File: src/rtl/prog_ctr_seq_if.sv
// Control and status bundle for the program counter sequencer.
// The decoder and count-enable inputs flow in. PC, done and the counters flow out.
interface prog_ctr_seq_if #(
    parameter int unsigned PC_W  = 10,
    parameter int unsigned OFF_W = 6,
    parameter int unsigned CNT_W = 16
);
    logic             CountEn;
    logic             Halt;
    logic             BranchAbs;
    logic             BranchRel;
    logic             Taken;
    logic [PC_W-1:0]  Target;
    logic [OFF_W-1:0] Offset;
    logic [PC_W-1:0]  ProgCtr;
    logic             Done;
    logic [CNT_W-1:0] CycleCount;
    logic [CNT_W-1:0] InstrCount;

    modport master (
        output CountEn, Halt, BranchAbs, BranchRel, Taken, Target, Offset,
        input  ProgCtr, Done, CycleCount, InstrCount
    );

    modport slave (
        input  CountEn, Halt, BranchAbs, BranchRel, Taken, Target, Offset,
        output ProgCtr, Done, CycleCount, InstrCount
    );
endinterface

File: src/rtl/prog_ctr_seq.sv
// Program counter sequencer for the 3BC processor. It selects the next instruction address,
// tracks IDLE/RUN/HALTED, and keeps saturating cycle and retired-instruction counters.
module prog_ctr_seq #(
    parameter int unsigned    PC_W      = 10,
    parameter int unsigned    OFF_W     = 6,
    parameter int unsigned    CNT_W     = 16,
    parameter logic [PC_W-1:0] RESET_VEC = '0
) (
    input logic           Clk,
    input logic           Reset_n,
    prog_ctr_seq_if.slave bus
);

    localparam logic [1:0] StIdle   = 2'd0;
    localparam logic [1:0] StRun    = 2'd1;
    localparam logic [1:0] StHalted = 2'd2;

    logic [1:0]       state_q, state_d;
    logic [PC_W-1:0]  pc_q, pc_d;
    logic             done_q, done_d;
    logic [CNT_W-1:0] cyc_q, cyc_d;
    logic [CNT_W-1:0] ins_q, ins_d;
    logic [PC_W-1:0]  offset_ext;
    logic [CNT_W-1:0] cyc_inc, ins_inc;

    assign offset_ext = {{(PC_W - OFF_W){bus.Offset[OFF_W-1]}}, bus.Offset};

    // Counters stick at all-ones instead of wrapping.
    assign cyc_inc = (cyc_q == '1) ? cyc_q : cyc_q + CNT_W'(1);
    assign ins_inc = (ins_q == '1) ? ins_q : ins_q + CNT_W'(1);

    always_comb begin
        state_d = state_q;
        pc_d    = pc_q;
        done_d  = done_q;
        cyc_d   = cyc_q;
        ins_d   = ins_q;
        case (state_q)
            StIdle: begin
                if (bus.CountEn) begin
                    state_d = StRun;
                    done_d  = 1'b0;
                    cyc_d   = '0;
                    ins_d   = '0;
                end
            end
            StRun: begin
                cyc_d = cyc_inc;
                if (bus.CountEn) begin
                    ins_d = ins_inc;
                    if (bus.Halt) begin
                        state_d = StHalted;
                        done_d  = 1'b1;
                    end else if (bus.BranchAbs && bus.Taken) begin
                        pc_d = bus.Target;
                    end else if (bus.BranchRel && bus.Taken) begin
                        pc_d = pc_q + offset_ext;
                    end else if (pc_q == '1) begin
                        // Sequential fetch past the top of memory halts rather than wrapping.
                        state_d = StHalted;
                        done_d  = 1'b1;
                    end else begin
                        pc_d = pc_q + PC_W'(1);
                    end
                end
            end
            StHalted: begin
                if (!bus.CountEn) begin
                    state_d = StIdle;
                    pc_d    = RESET_VEC;
                end
            end
            default: begin
                state_d = StIdle;
                pc_d    = RESET_VEC;
            end
        endcase
    end

    always_ff @(posedge Clk) begin
        if (!Reset_n) begin
            state_q <= StIdle;
            pc_q    <= RESET_VEC;
            done_q  <= 1'b0;
            cyc_q   <= '0;
            ins_q   <= '0;
        end else begin
            state_q <= state_d;
            pc_q    <= pc_d;
            done_q  <= done_d;
            cyc_q   <= cyc_d;
            ins_q   <= ins_d;
        end
    end

    assign bus.ProgCtr    = pc_q;
    assign bus.Done       = done_q;
    assign bus.CycleCount = cyc_q;
    assign bus.InstrCount = ins_q;

endmodule
File: src/flat_wrapper.sv
// flat-port wrapper written by rule: the top's interface ports become plain ports
module prog_ctr_seq_flat 
#(
    parameter int unsigned    PC_W      = 10,
    parameter int unsigned    OFF_W     = 6,
    parameter int unsigned    CNT_W     = 16,
    parameter logic [PC_W-1:0] RESET_VEC = '0
)
  (Clk, Reset_n, bus_CountEn, bus_Halt, bus_BranchAbs, bus_BranchRel, bus_Taken, bus_Target, bus_Offset, bus_ProgCtr, bus_Done, bus_CycleCount, bus_InstrCount);
  prog_ctr_seq_if #(.PC_W(PC_W), .OFF_W(OFF_W), .CNT_W(CNT_W)) bus_i ();
  input logic Clk;
  input logic Reset_n;
  input wire logic [$bits(bus_i.CountEn)-1:0] bus_CountEn;
  input wire logic [$bits(bus_i.Halt)-1:0] bus_Halt;
  input wire logic [$bits(bus_i.BranchAbs)-1:0] bus_BranchAbs;
  input wire logic [$bits(bus_i.BranchRel)-1:0] bus_BranchRel;
  input wire logic [$bits(bus_i.Taken)-1:0] bus_Taken;
  input wire logic [$bits(bus_i.Target)-1:0] bus_Target;
  input wire logic [$bits(bus_i.Offset)-1:0] bus_Offset;
  output wire logic [$bits(bus_i.ProgCtr)-1:0] bus_ProgCtr;
  output wire logic [$bits(bus_i.Done)-1:0] bus_Done;
  output wire logic [$bits(bus_i.CycleCount)-1:0] bus_CycleCount;
  output wire logic [$bits(bus_i.InstrCount)-1:0] bus_InstrCount;
  assign bus_i.CountEn = bus_CountEn;
  assign bus_i.Halt = bus_Halt;
  assign bus_i.BranchAbs = bus_BranchAbs;
  assign bus_i.BranchRel = bus_BranchRel;
  assign bus_i.Taken = bus_Taken;
  assign bus_i.Target = bus_Target;
  assign bus_i.Offset = bus_Offset;
  assign bus_ProgCtr = bus_i.ProgCtr;
  assign bus_Done = bus_i.Done;
  assign bus_CycleCount = bus_i.CycleCount;
  assign bus_InstrCount = bus_i.InstrCount;
  prog_ctr_seq #(.PC_W(PC_W), .OFF_W(OFF_W), .CNT_W(CNT_W), .RESET_VEC(RESET_VEC)) u_core (.Clk(Clk), .Reset_n(Reset_n), .bus(bus_i));
endmodule
File: config.mk
export PLATFORM = sky130hd
export DESIGN_NAME = prog_ctr_seq_flat
export DESIGN_NICKNAME = d
export VERILOG_FILES = /design/src/rtl/prog_ctr_seq_if.sv /design/src/rtl/prog_ctr_seq.sv /design/src/flat_wrapper.sv
export SDC_FILE = /design/constraint.sdc
export NUM_CORES = 1
export LEC_CHECK = 0
export CAP_MARGIN = 20
export CORE_UTILIZATION = 49
export CTS_CLUSTER_SIZE = 12
export DETAILED_ROUTE_END_ITERATION = 12
export HOLD_SLACK_MARGIN = 0.12
export PLACE_DENSITY = 0.82
export SYNTH_ARGS = -nofsm -noshare
export SYNTH_HDL_FRONTEND = slang
export SYNTH_SLANG_ARGS = --single-unit
File: constraint.sdc
create_clock -name Clk -period 2.71 [get_ports Clk]
set_input_delay 0.271 -clock Clk [delete_from_list [all_inputs] [get_ports Clk]]
set_output_delay 0.271 -clock Clk [all_outputs]
set_load 0.03 [all_outputs]
Word-level counts from Yosys, hierarchy flattened
Index checks and enable logic that the tools add are counted.

Register bits: 45. Bits in latches: 0. RAM bits: 0. Memory bits (read-only): 0. Input port bits: 23. Output and inout bits: 43. Logic and storage cells: 62. Memories: 0.

Add/subtract/negate cells: 4. $mul: 0. Divide/modulo/power cells: 0. Magnitude comparators: 0. Eq/ne operators: 15. Shifts and indexed selects: 0. Multiplexer cells: 28. Bitwise logic cells: 1. Reduce and logical (&&, ||, !) cells: 9.

Operator list (number): two-way mux 16 bit (4); one-hot mux 16 bit (2 select lines) (2); two-way mux 10 bit (6); adder 16 x 1 -> 16 bit, second input constant (2); == test 16 bit, second input constant (2); one-hot mux 10 bit (3 select lines) (1); two-way mux 2 bit (7); != test 2 bit, second input constant (6); AND reduction 6 bit (2); adder 10 x 1 -> 10 bit, second input constant (1); adder 10 bit (1); == test 10 bit, second input constant (1); two-way mux 1 bit (6); != test 3 bit, second input constant (2); one-hot mux 2 bit (3 select lines) (1); AND reduction 5 bit (1); != test 4 x 2 -> 1 bit, second input constant (1); AND reduction 4 bit (1); != test 3 x 2 -> 1 bit, second input constant (1); AND reduction 3 bit (1); == test 2 x 1 -> 1 bit, second input constant (1); == test 2 bit, second input constant (1); logical AND 1 bit (2); logical NOT 2 bit (1); other kinds (3) (3).

Depth between registers and ports, before layout
Depth in word-level cells: 7. Depth in mapped cells: 8. Mapped depth without buffers: 8.

Worst setup path before layout
OpenSTA, ideal clock, no wires.

Path type: register to register. Start: register u_core.pc_q[0], in the netlist u_core.bus.ProgCtr[0]. End: register u_core.pc_q[6], in the netlist u_core.bus.ProgCtr[6]. Setup time: 0.122 ns. Arrival: 2.105 ns. Data required time: 2.588 ns. Path slack: 0.484 ns. Stages on the path, launching flop included: 8. Path buffers: 0. Path through: dfxtp_1 > ha_1 > fa_1 > a211oi_1 > o21ai_0 > mux2i_1 > nor3b_1 > a221o_1.

Word-level cells in the longest chain between the ends: 7. Elaborated cells between the ends (all ways): 11.

Ends and longest elaborated chain: start, declared (RTL line prog_ctr_seq.sv:19) `logic [PC_W-1:0] pc_q, pc_d;`; start signal, assigned (RTL line prog_ctr_seq.sv:89) `pc_q <= pc_d;`; adder 10 x 1 -> 10 bit (RTL line prog_ctr_seq.sv:63) `pc_d = pc_q + PC_W'(1);`; two-way mux 10 bit (RTL line prog_ctr_seq.sv:58) `end else if (pc_q == '1) begin`; two-way mux 10 bit (RTL line prog_ctr_seq.sv:56) `end else if (bus.BranchRel && bus.Taken) begin`; two-way mux 10 bit (RTL line prog_ctr_seq.sv:54) `end else if (bus.BranchAbs && bus.Taken) begin`; two-way mux 10 bit (RTL line prog_ctr_seq.sv:51) `if (bus.Halt) begin`; two-way mux 10 bit (RTL line prog_ctr_seq.sv:49) `if (bus.CountEn) begin`; one-hot mux 10 bit (3 select lines) (RTL line prog_ctr_seq.sv:38) `case (state_q)`.

Several ways; a longest one is shown, not always the timed one. The select of a mux whose other input is x is not followed. A chain may end at the register's enable or synchronous reset.

Worst setup path in the final report
Start: input bus_Taken. End: register u_core.pc_q[6], in the netlist u_core.bus.ProgCtr[6].

Word-level cells in the longest chain between the ends: 6. Elaborated cells between the ends (all ways): 9.

Ends and longest elaborated chain: start, declared (RTL line flat_wrapper.sv:17) `input wire logic [$bits(bus_i.Taken)-1:0] bus_Taken;`; logical AND 1 bit (RTL line prog_ctr_seq.sv:56); two-way mux 10 bit (RTL line prog_ctr_seq.sv:56); two-way mux 10 bit (RTL line prog_ctr_seq.sv:54); two-way mux 10 bit (RTL line prog_ctr_seq.sv:51); two-way mux 10 bit (RTL line prog_ctr_seq.sv:49); one-hot mux 10 bit (3 select lines) (RTL line prog_ctr_seq.sv:38).

Several ways; a longest one is shown, not always the timed one. The select of a mux whose other input is x is not followed.

==> run metrics <==
Multi-input gate area=0.001648 mm^2; crit path time final=2.492 ns; Clock Latency Late Sink=0.30 ns; synthesized instance count=roughly 320; initial antenna violation count=0; Post-DRT Antenna Nets=0; Die Height=75.49 um; Post-CTS Hold Buffers=0; share of layout cells above drive strength 1=a little under a tenth; Synth Area in Adders=a little over 4%; Avg Cell Area, Syn=8.374 um^2; Setup Fix Bufs, Post-CTS=0; sequential area share after synthesis=between 30% and 40%; DP Cell Count=~450; initial drt markers=133; PD cells=388.1 mW/mm^2; area grow syn2layout=33.38%; area leader, netlist=dfxtp_1; endpoint class of the critical path=flip-flop; final net count=between 400 and 500; Layout fillers=between 400 and 500; FF+latch area=roughly 900 um^2; combinational family with the most area after synthesis=simple AND/OR/NAND/NOR gates; wire length of the first global-routing pass=approximately 11 mm; count leader, synth=dfxtp_1; clk slew on worst S/H paths=about 0.090 ns; Core Footprint=0.005140 mm^2; TritonCTS Buffers=5; leakage=1.256 nW; Clock Tree Root=clkbuf_8; critical path type=in -> reg; vias in the first global route=2417; row cnt=26; GP Congestion=~0.85; DRT Pass-1 Iters=4; max_slew headroom=between 40% and 50%; share of the synthesized area in the top cell type=34.04%; xor/xnor share of the synthesized area=between 6 and 7%; GRT Overall Usage=25.14%; CP Max Fanout=3; startpoint types=primary input; Initial Utilization=51.48%; # setup viols final=0; largest cells by area after synthesis=dfxtp_1 (34%), xnor2_1 (6.0%), nor2_1 (4.3%); worst hold path type=reg -> reg; synthesized cell area=~0.0026 mm^2; fin crit share=between 90 and 100%; unique cell type count in the Yosys netlist=a little under 60; Primary FF master, synth=dfxtp_1; required time of the worst setup path=2.91 ns; H-tree levels=2; Fmax=roughly 400 MHz; mux contribution to synthesized area=approximately 1.6%; Finished Layout Cells=approximately 460; Ys Warns=0; register bit total from synthesis=45; pre-CTS setup slack=-0.09250 ns; Port Buffers=65; Synth Area in Simple Gates=28.98%; Longest Clk Path Bufs=2; final-report hold violation count=0; Worst Tran Pin Value=0.8259 ns; Setup WS post-layout=roughly 0.22 ns; I/O pins=66; total power draw=between 1 and 1.5 mW; per-cell routed wire length=between 10 and 15 um; Worst Path Arrival=about 2.7 ns; most frequent cells after synthesis=dfxtp_1 (45), nor2_1 (30), nand2_1 (28); die area=about 0.0057 mm^2; CTS tree=yes; RSZ-0062 raised after global routing=no; die width=between 70 and 80 um; Worst IR Drop VDD=between 0.2 and 0.3 mV; Post-route DRC=0; final slew viol count=0; syn_nets=between 300 and 400; max cap viols=0; setup_tns=0 ns; Hold Worst Slack=~0.50 ns; via-per-instance ratio=between 5 and 6; CTS Sinks=45; diodes inserted=0; global route total overflow=0; Compound-Gate Fraction of Synth Area=20.52%; DRT Wirelength=a little under 7 mm; Clock Skew=0.006408 ns; largest net degree at the start of global routing=16; cts repair resizes=0; Post-synth EDFFs=0; Vias=roughly 2700; outcome=complete, no violations; Async SR Flop Fraction=0%; detailed placer's ending HPWL=4.992 mm
state kept, by name, indices dropped and copies added, names as in the netlist:
| register | flops |
|---|---|
| u_core.state_q | 2 |
| u_core.bus.Done | 1 |
| u_core.bus.CycleCount | 16 |
| u_core.bus.ProgCtr | 10 |
| u_core.bus.InstrCount | 16 |
critical path, cell delays in order:
cell	delay, ns
clkdlybuf4s50_1	0.51
nand3b_1	0.09
ha_1	0.21
fa_1	0.40
a211oi_1	0.31
o21ai_0	0.25
mux2i_1	0.25
o22ai_1	0.10
a221o_1	0.31
final cells by class:
type,instances,area share (%)
Multi-Input combinational cell,249,46.69
Clock inverter,3,1.312
Clock buffer,5,1.950
Inverter,10,1.063
Timing Repair Buffer,77,20.99
Tap cell,70,2.481
Sequential cell,45,25.52
metrics by stage:
stage          instance area, um^2  util [%]
2_1_floorplan                 2646         -
3_3_place_gp                  3415     66.43
3_5_place_dp                  3415     66.43
4_1_cts                       3530     68.67
5_1_grt                       3530     68.67
6_report                      3530     68.67
worst paths after layout:
check | depth (start not counted) | start | end | slack [ns]
max | 9 | bus_Taken | u_core.bus.ProgCtr[6] | 0.22
min reg2reg | 2 | u_core.bus.ProgCtr[0] | u_core.bus.ProgCtr[0] | 0.50
min | 2 | u_core.bus.ProgCtr[0] | u_core.bus.ProgCtr[0] | 0.50
max reg2reg | 7 | u_core.bus.ProgCtr[0] | u_core.bus.ProgCtr[6] | 0.43
routing by layer:
metal / GRT usage, % / wire (um)
met1: 32.79 / 3074
met4: 8.848 / 76
met3: 4.365 / 311
met2: 41.96 / 3275
met5: 0 / 0
placed cells by master, fill, tap and decap left out, types with 6 or more instances in the layout:
| cell type | netlist | final |
|---|---|---|
| nand3_1 | 17 | 17 |
| nor3b_1 | 6 | 6 |
| and2_1 | 6 | 6 |
| nand4_1 | 13 | 13 |
| clkdlybuf4s50_1 | 0 | 65 |
| ha_1 | 7 | 7 |
| o21ai_0 | 8 | 8 |
| nand2_1 | 28 | 28 |
| a211oi_1 | 7 | 7 |
| a21oi_1 | 13 | 13 |
| xnor2_1 | 18 | 18 |
| o21ai_1 | 9 | 8 |
| nor3_1 | 7 | 7 |
| dfxtp_1 | 45 | 45 |
| buf_4 | 2 | 12 |
| nor2_1 | 30 | 30 |
| and4_1 | 6 | 6 |
| inv_1 | 10 | 10 |
kinds of logic (layout without fill, tap and decap cells):
kind of cell               count (synthesis)  count (layout)
and+or+nand+nor                          142             142
AOI/OAI and AO/OA                         74              74
DFF                                       45              45
buffers and inverters                     22              95
xor gates and xnor gates                  21              21
adders and majority gates                  8               8
muxes                                      4               4
where the power goes:
part,switching [mW],internal [mW],leakage [nW]
Combinational,0.0873,0.0805,0.838
Sequential,0.0125,0.668,0.363
Clock,0.245,0.276,0.0543
Note: power is estimated with default switching activity, not from simulation.
